$ cat src/rtl/fifo_arb_pkg.sv
// Shared types and constants for the FIFO push arbiter.
// Holds the arbiter state encoding, counter width and a small one-hot decode helper.
package fifo_arb_pkg;

   typedef enum logic [0:0] {
      StIdle,
      StBurst
   } arb_state_e;

   localparam int unsigned CNT_W = 16;
   localparam logic [CNT_W-1:0] CNT_MAX = '1;

   // One-hot to index for up to 8 requesters; returns 0 for an all-zero vector.
   function automatic logic [2:0] oh2idx(input logic [7:0] oh);
      logic [2:0] idx;
      idx = '0;
      for (int unsigned k = 0; k < 8; k++) begin
         if (oh[k]) begin
            idx = 3'(k);
         end
      end
      return idx;
   endfunction

endpackage

$ cat src/rtl/rr_pick.sv
// Combinational rotating-priority encoder: the first set request scanning upward
// from last_ptr_i+1 (wrapping at NUM_REQ) wins.
module rr_pick
   import fifo_arb_pkg::*;
#(
   parameter int unsigned NUM_REQ = 4,
   parameter int unsigned IDX_W   = $clog2(NUM_REQ)
) (
   input  logic [NUM_REQ-1:0] req_i,
   input  logic [IDX_W-1:0]   last_ptr_i,
   output logic [NUM_REQ-1:0] grant_o,
   output logic               valid_o
);

   logic [IDX_W-1:0] idx;

   always_comb begin
      grant_o = '0;
      valid_o = 1'b0;
      idx     = '0;
      for (int unsigned i = 1; i <= NUM_REQ; i++) begin
         idx = IDX_W'((32'(last_ptr_i) + i) % NUM_REQ);
         if (!valid_o && req_i[idx]) begin
            grant_o[idx] = 1'b1;
            valid_o      = 1'b1;
         end
      end
   end

endmodule

$ cat src/rtl/fifo_push_arbiter.sv
// Shares one FIFO push port among NUM_REQ requesters, keeping packets contiguous.
// Define FIFO_ARB_STATS_EN to add per-requester saturating grant counters (grant_cnt_o).
module fifo_push_arbiter
   import fifo_arb_pkg::*;
#(
   parameter int unsigned NUM_REQ = 4,
   parameter int unsigned WIDTH   = 8,
   localparam int unsigned IDX_W  = $clog2(NUM_REQ)
) (
   input  logic                     clk_i,
   input  logic                     reset_n_i,
   input  logic [NUM_REQ-1:0]       req_valid_i,
   input  logic [NUM_REQ-1:0]       req_last_i,
   input  logic [NUM_REQ*WIDTH-1:0] req_data_i,
   output logic [NUM_REQ-1:0]       req_ready_o,
   input  logic                     fifo_full_i,
   output logic                     fifo_push_o,
   output logic [WIDTH-1:0]         fifo_push_data_o,
   output logic [IDX_W-1:0]         grant_id_o
`ifdef FIFO_ARB_STATS_EN
   ,
   output logic [NUM_REQ*CNT_W-1:0] grant_cnt_o
`endif
);

   arb_state_e         state_q, state_d;
   logic [IDX_W-1:0]   owner_q, owner_d;
   logic [IDX_W-1:0]   last_ptr_q, last_ptr_d;

   logic [NUM_REQ-1:0] pick_grant;
   logic               pick_valid;
   logic [NUM_REQ-1:0] owner_oh;
   logic [NUM_REQ-1:0] win_oh;
   logic [IDX_W-1:0]   win_idx;
   logic               accept;
   logic               win_last;

   rr_pick #(
      .NUM_REQ (NUM_REQ),
      .IDX_W   (IDX_W)
   ) u_rr_pick (
      .req_i      (req_valid_i),
      .last_ptr_i (last_ptr_q),
      .grant_o    (pick_grant),
      .valid_o    (pick_valid)
   );

   // Winner selection; a full FIFO or an asserted reset masks every grant.
   always_comb begin
      owner_oh          = '0;
      owner_oh[owner_q] = 1'b1;
      win_oh            = '0;
      win_idx           = owner_q;
      if (state_q == StBurst) begin
         win_oh = owner_oh & req_valid_i;
      end else if (pick_valid) begin
         win_oh  = pick_grant;
         win_idx = IDX_W'(oh2idx(8'(pick_grant)));
      end
      if (fifo_full_i || !reset_n_i) begin
         win_oh = '0;
      end
   end

   assign accept           = |win_oh;
   assign win_last         = req_last_i[win_idx];
   assign req_ready_o      = win_oh;
   assign fifo_push_o      = accept;
   assign fifo_push_data_o = req_data_i[32'(win_idx) * WIDTH +: WIDTH];
   assign grant_id_o       = (state_q == StBurst) ? owner_q : last_ptr_q;

   always_comb begin
      state_d    = state_q;
      owner_d    = owner_q;
      last_ptr_d = last_ptr_q;
      unique case (state_q)
         StIdle: begin
            if (accept) begin
               last_ptr_d = win_idx;
               if (!win_last) begin
                  state_d = StBurst;
                  owner_d = win_idx;
               end
            end
         end
         StBurst: begin
            if (accept && win_last) begin
               state_d = StIdle;
            end
         end
         default: state_d = StIdle;
      endcase
   end

   always_ff @(posedge clk_i or negedge reset_n_i) begin
      if (!reset_n_i) begin
         state_q    <= StIdle;
         owner_q    <= '0;
         last_ptr_q <= IDX_W'(NUM_REQ - 1);
      end else begin
         state_q    <= state_d;
         owner_q    <= owner_d;
         last_ptr_q <= last_ptr_d;
      end
   end

`ifdef FIFO_ARB_STATS_EN
   logic [NUM_REQ-1:0][CNT_W-1:0] cnt_q;

   always_ff @(posedge clk_i or negedge reset_n_i) begin
      if (!reset_n_i) begin
         cnt_q <= '0;
      end else begin
         for (int unsigned k = 0; k < NUM_REQ; k++) begin
            if (win_oh[k] && (cnt_q[k] != CNT_MAX)) begin
               cnt_q[k] <= cnt_q[k] + CNT_W'(1);
            end
         end
      end
   end

   assign grant_cnt_o = cnt_q;
`else
   // Statistics counters are not built in this configuration.
`endif

endmodule

$ cat config.mk
export PLATFORM = sky130hd
export DESIGN_NAME = fifo_push_arbiter
export DESIGN_NICKNAME = d
export VERILOG_FILES = /design/src/rtl/fifo_arb_pkg.sv /design/src/rtl/rr_pick.sv /design/src/rtl/fifo_push_arbiter.sv
export SDC_FILE = /design/constraint.sdc
export NUM_CORES = 1
export LEC_CHECK = 0
export BUFFER_PORTS_ARGS = -buffer_cell sky130_fd_sc_hd__buf_2
export CORE_MARGIN = 2
export CORE_UTILIZATION = 47
export DETAILED_ROUTE_END_ITERATION = 12
export PLACE_DENSITY_LB_ADDON = 0.12
export SYNTH_ARGS = -nofsm -noshare
export SYNTH_HDL_FRONTEND = slang
export SYNTH_SLANG_ARGS = --single-unit
$ cat constraint.sdc
create_clock -name clk_i -period 4.4 [get_ports clk_i]
set_input_delay 0.22 -clock clk_i [delete_from_list [all_inputs] [get_ports clk_i]]
set_output_delay 0.22 -clock clk_i [all_outputs]
set_load 0.005 [all_outputs]
After elaboration in Yosys (flattened, before gate mapping)
Index checks and enable logic that the tools add are counted.
- add/sub/neg operators: 4
- magnitude comparators: 11
- shift operators: 1
- muxes and demuxes: 41
- bitwise gates (word level): 6
- reductions and logical operators: 17
- operators by type and width (kind ; count):
    variable part select 32 x 6 -> 8 bit ; 1
    2-to-1 mux 4 bit ; 7
    less-than comparator 2 x 3 -> 1 bit (second input constant) ; 6
    2-to-1 mux 1 bit ; 18
    bitwise OR 4 bit ; 3
    binary-select mux 1 bit (select 2 bit) ; 5
    demux 1 bit (select 2 bit) ; 5
    >= comparator 2 x 1 -> 1 bit (second input constant) ; 5
    2-to-1 mux 2 bit ; 5
    logical AND 1 bit ; 9
    adder 2 x 1 -> 2 bit (second input constant) ; 2
    adder 2 bit (second input constant) ; 2
    AND 4 bit ; 1
    zero test 1 bit ; 4
    OR reduction 4 bit ; 1
    AND reduction 3 bit ; 1
    NOT 1 bit ; 2
    case mux 1 bit (2 select lines) ; 1
    AND reduction 2 bit ; 1
    logical OR 1 bit ; 1
- flip-flop bits (word level): 5
- bits of input ports: 43
- output and inout port bits: 15
- word-level logic and storage cells: 83

Longest topological paths before layout
Gate-level depths: netlist of the first run.
- depth in word-level cells: 23
- mapped depth: 12
- gate-level depth less buffers: 10

Cells and area by module
Synthesis of the first run repeated with hierarchy kept, for this count alone.
- cells, all modules: 141
- area, all modules: 1207.4 sq um
- by module, submodules not included (module ; instances ; cells an instance ; area each (sq um) ; seq. area each (sq um)):
    fifo_push_arbiter ; 1 ; 93 ; 792.0 ; 127.6
    rr_pick ; 1 ; 48 ; 415.4 ; 0.0

Worst setup path before layout of the first run
No wires, ideal clock.
- kind: reg-to-output
- start: register last_ptr_q[0]
- end: output fifo_push_data_o[4]
- arrival: 3345 ps
- data required time: 4180 ps
- setup slack: 835 ps
- stages on the path, launching flop included: 13
- path buffers: 2
- cells stage by stage: dfstp_2 > buf_2 > inv_1 > ha_1 > mux4_2 > a31o_1 > a221o_1 > a222oi_1 > o22ai_2 > buf_6 > and2_4 > a211oi_2 > a21oi_1
- longest elaborated chain between the ends: 19
- elaborated cells between the ends (all ways): 55
- those cells by class: add/sub: 4; order compare: 8; shift: 1; mux: 29; bitwise: 3; reduce/logical: 10
- RTL lines (item ; line ; source):
    from (decl) ; fifo_push_arbiter.sv:28 ; logic [IDX_W-1:0] last_ptr_q, last_ptr_d;
    from (signal assigned) ; fifo_push_arbiter.sv:99 ; last_ptr_q <= IDX_W'(NUM_REQ - 1);
    from (signal assigned) ; fifo_push_arbiter.sv:103 ; last_ptr_q <= last_ptr_d;
    branches (longest 16 deep; another with less-than comparator 2 x 3 -> 1 bit) ; n/a ;
    2-to-1 mux 2 bit * ; fifo_push_arbiter.sv:56 ; end else if (pick_valid) begin
    2-to-1 mux 2 bit * ; fifo_push_arbiter.sv:54 ; if (state_q == StBurst) begin
    variable part select 32 x 6 -> 8 bit * ; fifo_push_arbiter.sv:69 ; assign fifo_push_data_o = req_data_i[32'(win_idx) * WIDTH +: WIDTH];
    to (decl) ; fifo_push_arbiter.sv:18 ; output logic [WIDTH-1:0] fifo_push_data_o,
Every way passes the cells marked *. The select of a mux whose other input is x is not followed.

Worst setup path after layout of the first run
- start: register last_ptr_q[0]
- end: output fifo_push_data_o[0]
The elaborated chain is that of the path after synthesis.

==> impl_metrics.env, run 1 <==
export IMPL_die_area_mm2=0.00306
export IMPL_fin_worst_skew_ns=0.00128
export IMPL_max_slew_margin_rel_pct=55.1
export IMPL_clk_pin_slew_ns=0.05
export IMPL_dpl_hpwl_um=2850
export IMPL_worstSkewPairLatency_ns=0.26
export IMPL_routedWlPerCell_um=15.5
export IMPL_power_density_mw_per_mm2=744
export IMPL_io_buffers=57
export IMPL_synth_most_common_cell="mux2i_1"
export IMPL_switching_share_pct=51.4
export IMPL_worstMarginPinSlew_ns=0.665
export IMPL_die_h_um=55.3
export IMPL_worst_slack_ns=0.308
export IMPL_routed_wl_um=3630
export IMPL_drive_gt1_share_pct=38.2
export IMPL_crit_type="reg -> out"
export IMPL_finalSetupViolCount=0
export IMPL_ys_top_cells_by_count="mux2i_1, a21oi_1, inv_1"
export IMPL_route_vias_total=1401
export IMPL_final_max_slew_viol_count=0
export IMPL_antenna_found_initial=0
export IMPL_synth_area_mm2=0.00124
export IMPL_seq_power_share_pct=11.7
export IMPL_tns_ns=0
export IMPL_n_antenna_cell=0
export IMPL_clock_sinks=5
export IMPL_fin_total_pwr_uw=1150
export IMPL_peakVddDrop_uv=544
export IMPL_reg2reg_depth=9
export IMPL_r2r_start="last_ptr_q[0]$_DFFE_PN1P_"
export IMPL_fillerInstances=245
export IMPL_final_hold_violation_count=0
export IMPL_synth_top_area_share_pct=10.5
export IMPL_start_kind="flip-flop"
export IMPL_first_pass_iters=4
export IMPL_synth_area_leaders="mux2i_1, ha_1, dfrtp_1, mux4_2, a21oi_1"
export IMPL_comb_power_share_pct=83.1
export IMPL_layout_nets=256
export IMPL_arrival_ns=3.87
export IMPL_place_ws_ns=0.312
export IMPL_place_area_mm2=0.00148
export IMPL_viasPerCell=5.99
export IMPL_p_int_uw=560
export IMPL_grt_use_total_pct=23.8
export IMPL_syn_avg_cell_area_um2=8.19
export IMPL_async_reset_ff_share_pct=100
export IMPL_row_count=18
export IMPL_crit_required_ns=4.18
export IMPL_fp_dieW_um=55.3
export IMPL_grt_max_degree=23
export IMPL_power_leakage_uw=0.000745
export IMPL_synth_seq_cells=5
export IMPL_critPathMaxFanout=18
export IMPL_grt_pass1_vias=1321
export IMPL_antenna_left=0
export IMPL_p_switching_uw=593
export IMPL_yosysUniqueCellTypes=54
export IMPL_power_frac_clock_pct=5.2
export IMPL_whs_ns=0.308
export IMPL_hold_path_class="in -> async"
export IMPL_synth_seq_area_share_pct=10.3
export IMPL_synthCells=151
export IMPL_htree_levels=1
export IMPL_post_route_min_period_ns=4.09
export IMPL_yosysTopAreaCell="mux2i_1"
export IMPL_drc=0
export IMPL_max_cap_violations=0
export IMPL_ys_flop_type="dfrtp_1"
export IMPL_synth_warnings=0
export IMPL_clockBufferDepth=2
export IMPL_finish_instance_area_mm2=0.00155
export IMPL_clock_fmax_mhz=244
export IMPL_outcome="completed"
export IMPL_cts_root_buffer_cell="clkbuf_4"
export IMPL_grt_pass1_wl_um=6000
export IMPL_endpoint_kind="output pin"
export IMPL_synthToLayoutAreaGrowth_pct=25.3
export IMPL_synth_edf_count=0
export IMPL_cts_tree="built"
export IMPL_finalCritPeriodShare_pct=93.0
export IMPL_start_util_pct=49.9
export IMPL_fp_coreArea_mm2=0.00248
export IMPL_io_pins=58
export IMPL_syn_num_nets=202
export IMPL_gp_routability_congestion=0.927
export IMPL_grt_ovfl_total=0
export IMPL_numCtsBuffers=3
export IMPL_drt_iter0_drc=45
export IMPL_rsz0062_at_grt="no"
export IMPL_startpoint="last_ptr_q[0]$_DFFE_PN1P_"
==> per-stage QoR <==
| step | std cells | utilization (%) |
|---|---|---|
| floorplan | 151 | - |
| global placement | 228 | 59.9 |
| detailed placement | 228 | 59.9 |
| CTS | 233 | 61.4 |
| global route | 234 | 62.6 |
| finish | 234 | 62.6 |
==> worst paths after layout <==
path                                        endpoint  slack (ns)
min                           owner_q[1]$_DFFE_PN0P_        0.31
min reg2reg                   owner_q[1]$_DFFE_PN0P_        0.69
max reg2reg                   owner_q[1]$_DFFE_PN0P_        0.68
max in group asynchronous  last_ptr_q[1]$_DFFE_PN1P_        3.87
max                              fifo_push_data_o[0]        0.31
min in group clk_i                         flip-flop        0.36
==> power groups by stage <==
| stage | Clock [µW] | Sequential [µW] | Combinational [µW] |
|---|---|---|---|
| finish | 59.7 | 135 | 959 |
| global route | 61.9 | 140 | 1060 |
| CTS | 58.3 | 129 | 912 |
| detailed placement | 0 | 130 | 907 |
| global placement | 0 | 126 | 886 |
| floorplan | 0 | 92.1 | 714 |
==> layout by cell type (no fill, tap or decap), drive strengths merged, types with 6 or more instances in the layout <==
cell	instances
and2	9
ha	8
inv	9
o21ai	7
buf	59
a211oi	8
a21oi	12
mux2i	13
nand2	8
nor2	6
==> area by class of cell <==
| class | instances | area (µm²) | area share [%] |
|---|---|---|---|
| Multi-Input combinational cell | 126 | 1010 | 65.2 |
| Timing Repair Buffer | 60 | 310 | 20.0 |
| Inverter | 9 | 33.8 | 2.18 |
| Sequential cell | 5 | 131 | 8.47 |
| Clock buffer | 4 | 26.3 | 1.69 |
| Tap cell | 30 | 37.5 | 2.42 |
==> worst max-delay path: stages (launching register included) <==
cell and delay [ns]:
dfstp_4 0.72, inv_1 0.20, ha_1 0.42, mux4_2 0.42
a31o_1 0.22, a221o_1 0.27, a222oi_1 0.31, buf_4 0.20
o22ai_4 0.17, and2_1 0.25, a211oi_1 0.21, a21oi_1 0.07
buf_2 0.14
==> what timing repair did <==
item                       4_1_cts  5_1_grt
gates resized for setup          0        3
setup endpoints to repair        0        8
buffers inserted                 0        1
hold buffers                     1        0
hold endpoints to repair         5        0
==> kinds of logic (layout without fill, tap and decap cells) <==
| family | count (synthesis) | in the layout | share of synthesized area (%) |
|---|---|---|---|
| AOI/OAI and AO/OA | 53 | 53 | 32.6 |
| and+or+nand+nor | 47 | 47 | 21.7 |
| buffers and inverters | 20 | 73 | 9.50 |
| muxes | 18 | 18 | 17.8 |
| adders and majority gates | 8 | 8 | 8.09 |
| DFF | 5 | 5 | 10.3 |
==> layer usage <==
metal / global-route usage (%) / share of wire [%] / up-vias
li1: - / - / 683
met1: 30.5 / 44 / 652
met2: 41.3 / 50 / 61
met3: 1.64 / 5.1 / 5
met4: 9.41 / 1.6 / 0
met5: 0 / 0 / -
No activity file was read; power rests on OpenSTA's default activity.
==> run 2: changes to the inputs <==
- CORE_UTILIZATION: 47 -> 43
- clock period: 4.4 -> 3.35 ns (I/O delays scaled with it)
==> run 2 against run 1 <==
The run now ends with negative setup slack left. Setup slack got worse by 0.38 ns. Worst hold slack lost 0.022 ns. Critical endpoint unchanged. Die area is 8.6% higher. Largest cell class unchanged. Flip-flop and latch count did not move. Design area rose by 16%. Register-to-register slack worse by 0.59 ns. Clock power rose by 13%.
==> impl_metrics.env, run 2 (synthesized netlist as in run 1, its figures left out) <==
export IMPL_outcome="complete, but fails checks"
export IMPL_violations="negative setup slack"
export IMPL_routedWlPerCell_um=14.7
export IMPL_drc=0
export IMPL_power_density_mw_per_mm2=1080
export IMPL_arrival_ns=3.25
export IMPL_synthToLayoutAreaGrowth_pct=45.8
export IMPL_fillerInstances=230
export IMPL_die_area_mm2=0.00332
export IMPL_reg2reg_setup_slack_ns=0.09
export IMPL_start_kind="flip-flop"
export IMPL_final_hold_violation_count=0
export IMPL_layout_nets=276
export IMPL_fp_dieW_um=57.6
export IMPL_met2_length_um=1820
export IMPL_wl_met3_um=242
export IMPL_layout_common_cells="buf_2, buf_4, mux2i_1"
export IMPL_place_ws_ns=-0.0516
export IMPL_die_h_um=57.6
export IMPL_top_layer="met4"
export IMPL_crit_type="reg -> out"
export IMPL_route_vias_total=1477
export IMPL_first_pass_iters=4
export IMPL_drive_gt1_share_pct=48.7
export IMPL_fin_worst_skew_ns=0.00287
export IMPL_htree_levels=1
export IMPL_endpoint_kind="output pin"
export IMPL_final_common_cell="buf_2"
export IMPL_place_inst=242
export IMPL_dpl_hpwl_um=2770
export IMPL_io_pins=58
export IMPL_start_util_pct=45.3
export IMPL_stdcell_count=255
export IMPL_grt_pass1_vias=1438
export IMPL_drt_iter0_drc=67
export IMPL_gp_routability_congestion=0.874
export IMPL_n_antenna_cell=0
export IMPL_finalSetupViolCount=8
export IMPL_max_cap_violations=0
export IMPL_power_leakage_uw=0.000859
export IMPL_reg2reg_to="owner_q[1]$_DFFE_PN0P_"
export IMPL_rsz0062_at_grt="yes"
export IMPL_worstMarginPinSlew_ns=0.605
export IMPL_clock_fmax_mhz=293
export IMPL_worstSkewPairLatency_ns=0.23
export IMPL_worst_slack_ns=-0.0683
export IMPL_grt_max_degree=19
export IMPL_crit_required_ns=3.18
export IMPL_clk_pin_slew_ns=0.04
export IMPL_grt_pass1_wl_um=6210
export IMPL_cts_tree="built"
export IMPL_row_count=19
export IMPL_fin_total_pwr_uw=1960
export IMPL_critPathMaxFanout=7
export IMPL_m1WireLength_um=1650
export IMPL_grt_ovfl_total=0
export IMPL_antenna_left=0
export IMPL_io_buffers=57
export IMPL_post_route_min_period_ns=3.42
export IMPL_routed_wl_um=3750
export IMPL_cts_root_buffer_cell="clkbuf_4"
export IMPL_final_util_pct=66.0
export IMPL_grt_use_total_pct=22.6
export IMPL_cp_endpoint="fifo_push_data_o[0]"
export IMPL_viasPerCell=5.79
export IMPL_antenna_found_initial=0
export IMPL_r2r_start="last_ptr_q[0]$_DFFE_PN1P_"
export IMPL_startpoint="last_ptr_q[0]$_DFFE_PN1P_"
export IMPL_finalCritPeriodShare_pct=102
export IMPL_clockBufferDepth=2
export IMPL_max_slew_margin_rel_pct=59.2
export IMPL_reg2reg_depth=13
export IMPL_peakVddDrop_uv=777
export IMPL_numCtsBuffers=3
export IMPL_whs_ns=0.286
export IMPL_fp_coreArea_mm2=0.00273
export IMPL_hold_path_class="in -> async"
export IMPL_clock_sinks=5
export IMPL_final_max_slew_viol_count=0
[run 2: worst max-delay path: stages (launching register included)]
cell and delay (ns):
dfstp_2 0.55, clkinvlp_4 0.11, ha_4 0.30, mux4_2 0.34, a31o_1 0.21, a221o_1 0.28
a222oi_1 0.29, buf_4 0.21, buf_6 0.10, a2bb2oi_4 0.14, buf_6 0.15, a211oi_2 0.06
a21oi_1 0.13, buf_2 0.13
[run 2: final cells by class]
| cell class | count | area (µm²) | area share, % |
|---|---|---|---|
| Sequential cell | 5 | 128 | 7.07 |
| Tap cell | 31 | 38.8 | 2.15 |
| Clock buffer | 4 | 26.3 | 1.46 |
| Inverter | 9 | 37.5 | 2.08 |
| Timing Repair Buffer | 79 | 489 | 27.1 |
| Multi-Input combinational cell | 127 | 1080 | 60.1 |
[run 2: through the flow]
step                      setup TNS [ns]  cell area, µm²
after CTS                         -0.215            1770
after floorplan                  -0.0620            1260
after detailed placement          -0.219            1610
after global routing               -1.65            1800
final                             -0.356            1800
after global placement                 0            1610
[run 2: report_power, final]
group,internal (µW),switching [µW]
logic,919,843
clock network,44.9,22.3
registers,93.2,34.7
[run 2: worst min-delay path by stage]
stage	startpoint	endpoint
after floorplan	reset_n_i	asynchronous set/reset pin
after global placement	reset_n_i	asynchronous set/reset pin
after detailed placement	reset_n_i	owner_q[0]$_DFFE_PN0P_
after CTS	reset_n_i	owner_q[0]$_DFFE_PN0P_
after global routing	reset_n_i	asynchronous set/reset pin
final	reset_n_i	owner_q[0]$_DFFE_PN0P_
[run 2: per-layer routing]
| metal | GRT usage [%] | vias to the layer above |
|---|---|---|
| met5 | 0 | - |
| met4 | 5.98 | 0 |
| met3 | 0.893 | 5 |
| met2 | 40.1 | 73 |
| met1 | 30.0 | 670 |
| li1 | - | 729 |
[run 2: what timing repair did]
| item | 4_1_cts | 5_1_grt |
|---|---|---|
| setup buffers | 7 | 0 |
| hold buffers | 1 | 0 |
| pin swaps | 10 | 2 |
| setup endpoints to repair | 8 | 10 |
| endpoints found under the hold margin | 5 | 0 |
| gates resized for setup | 11 | 4 |
| gates cloned | 1 | 0 |
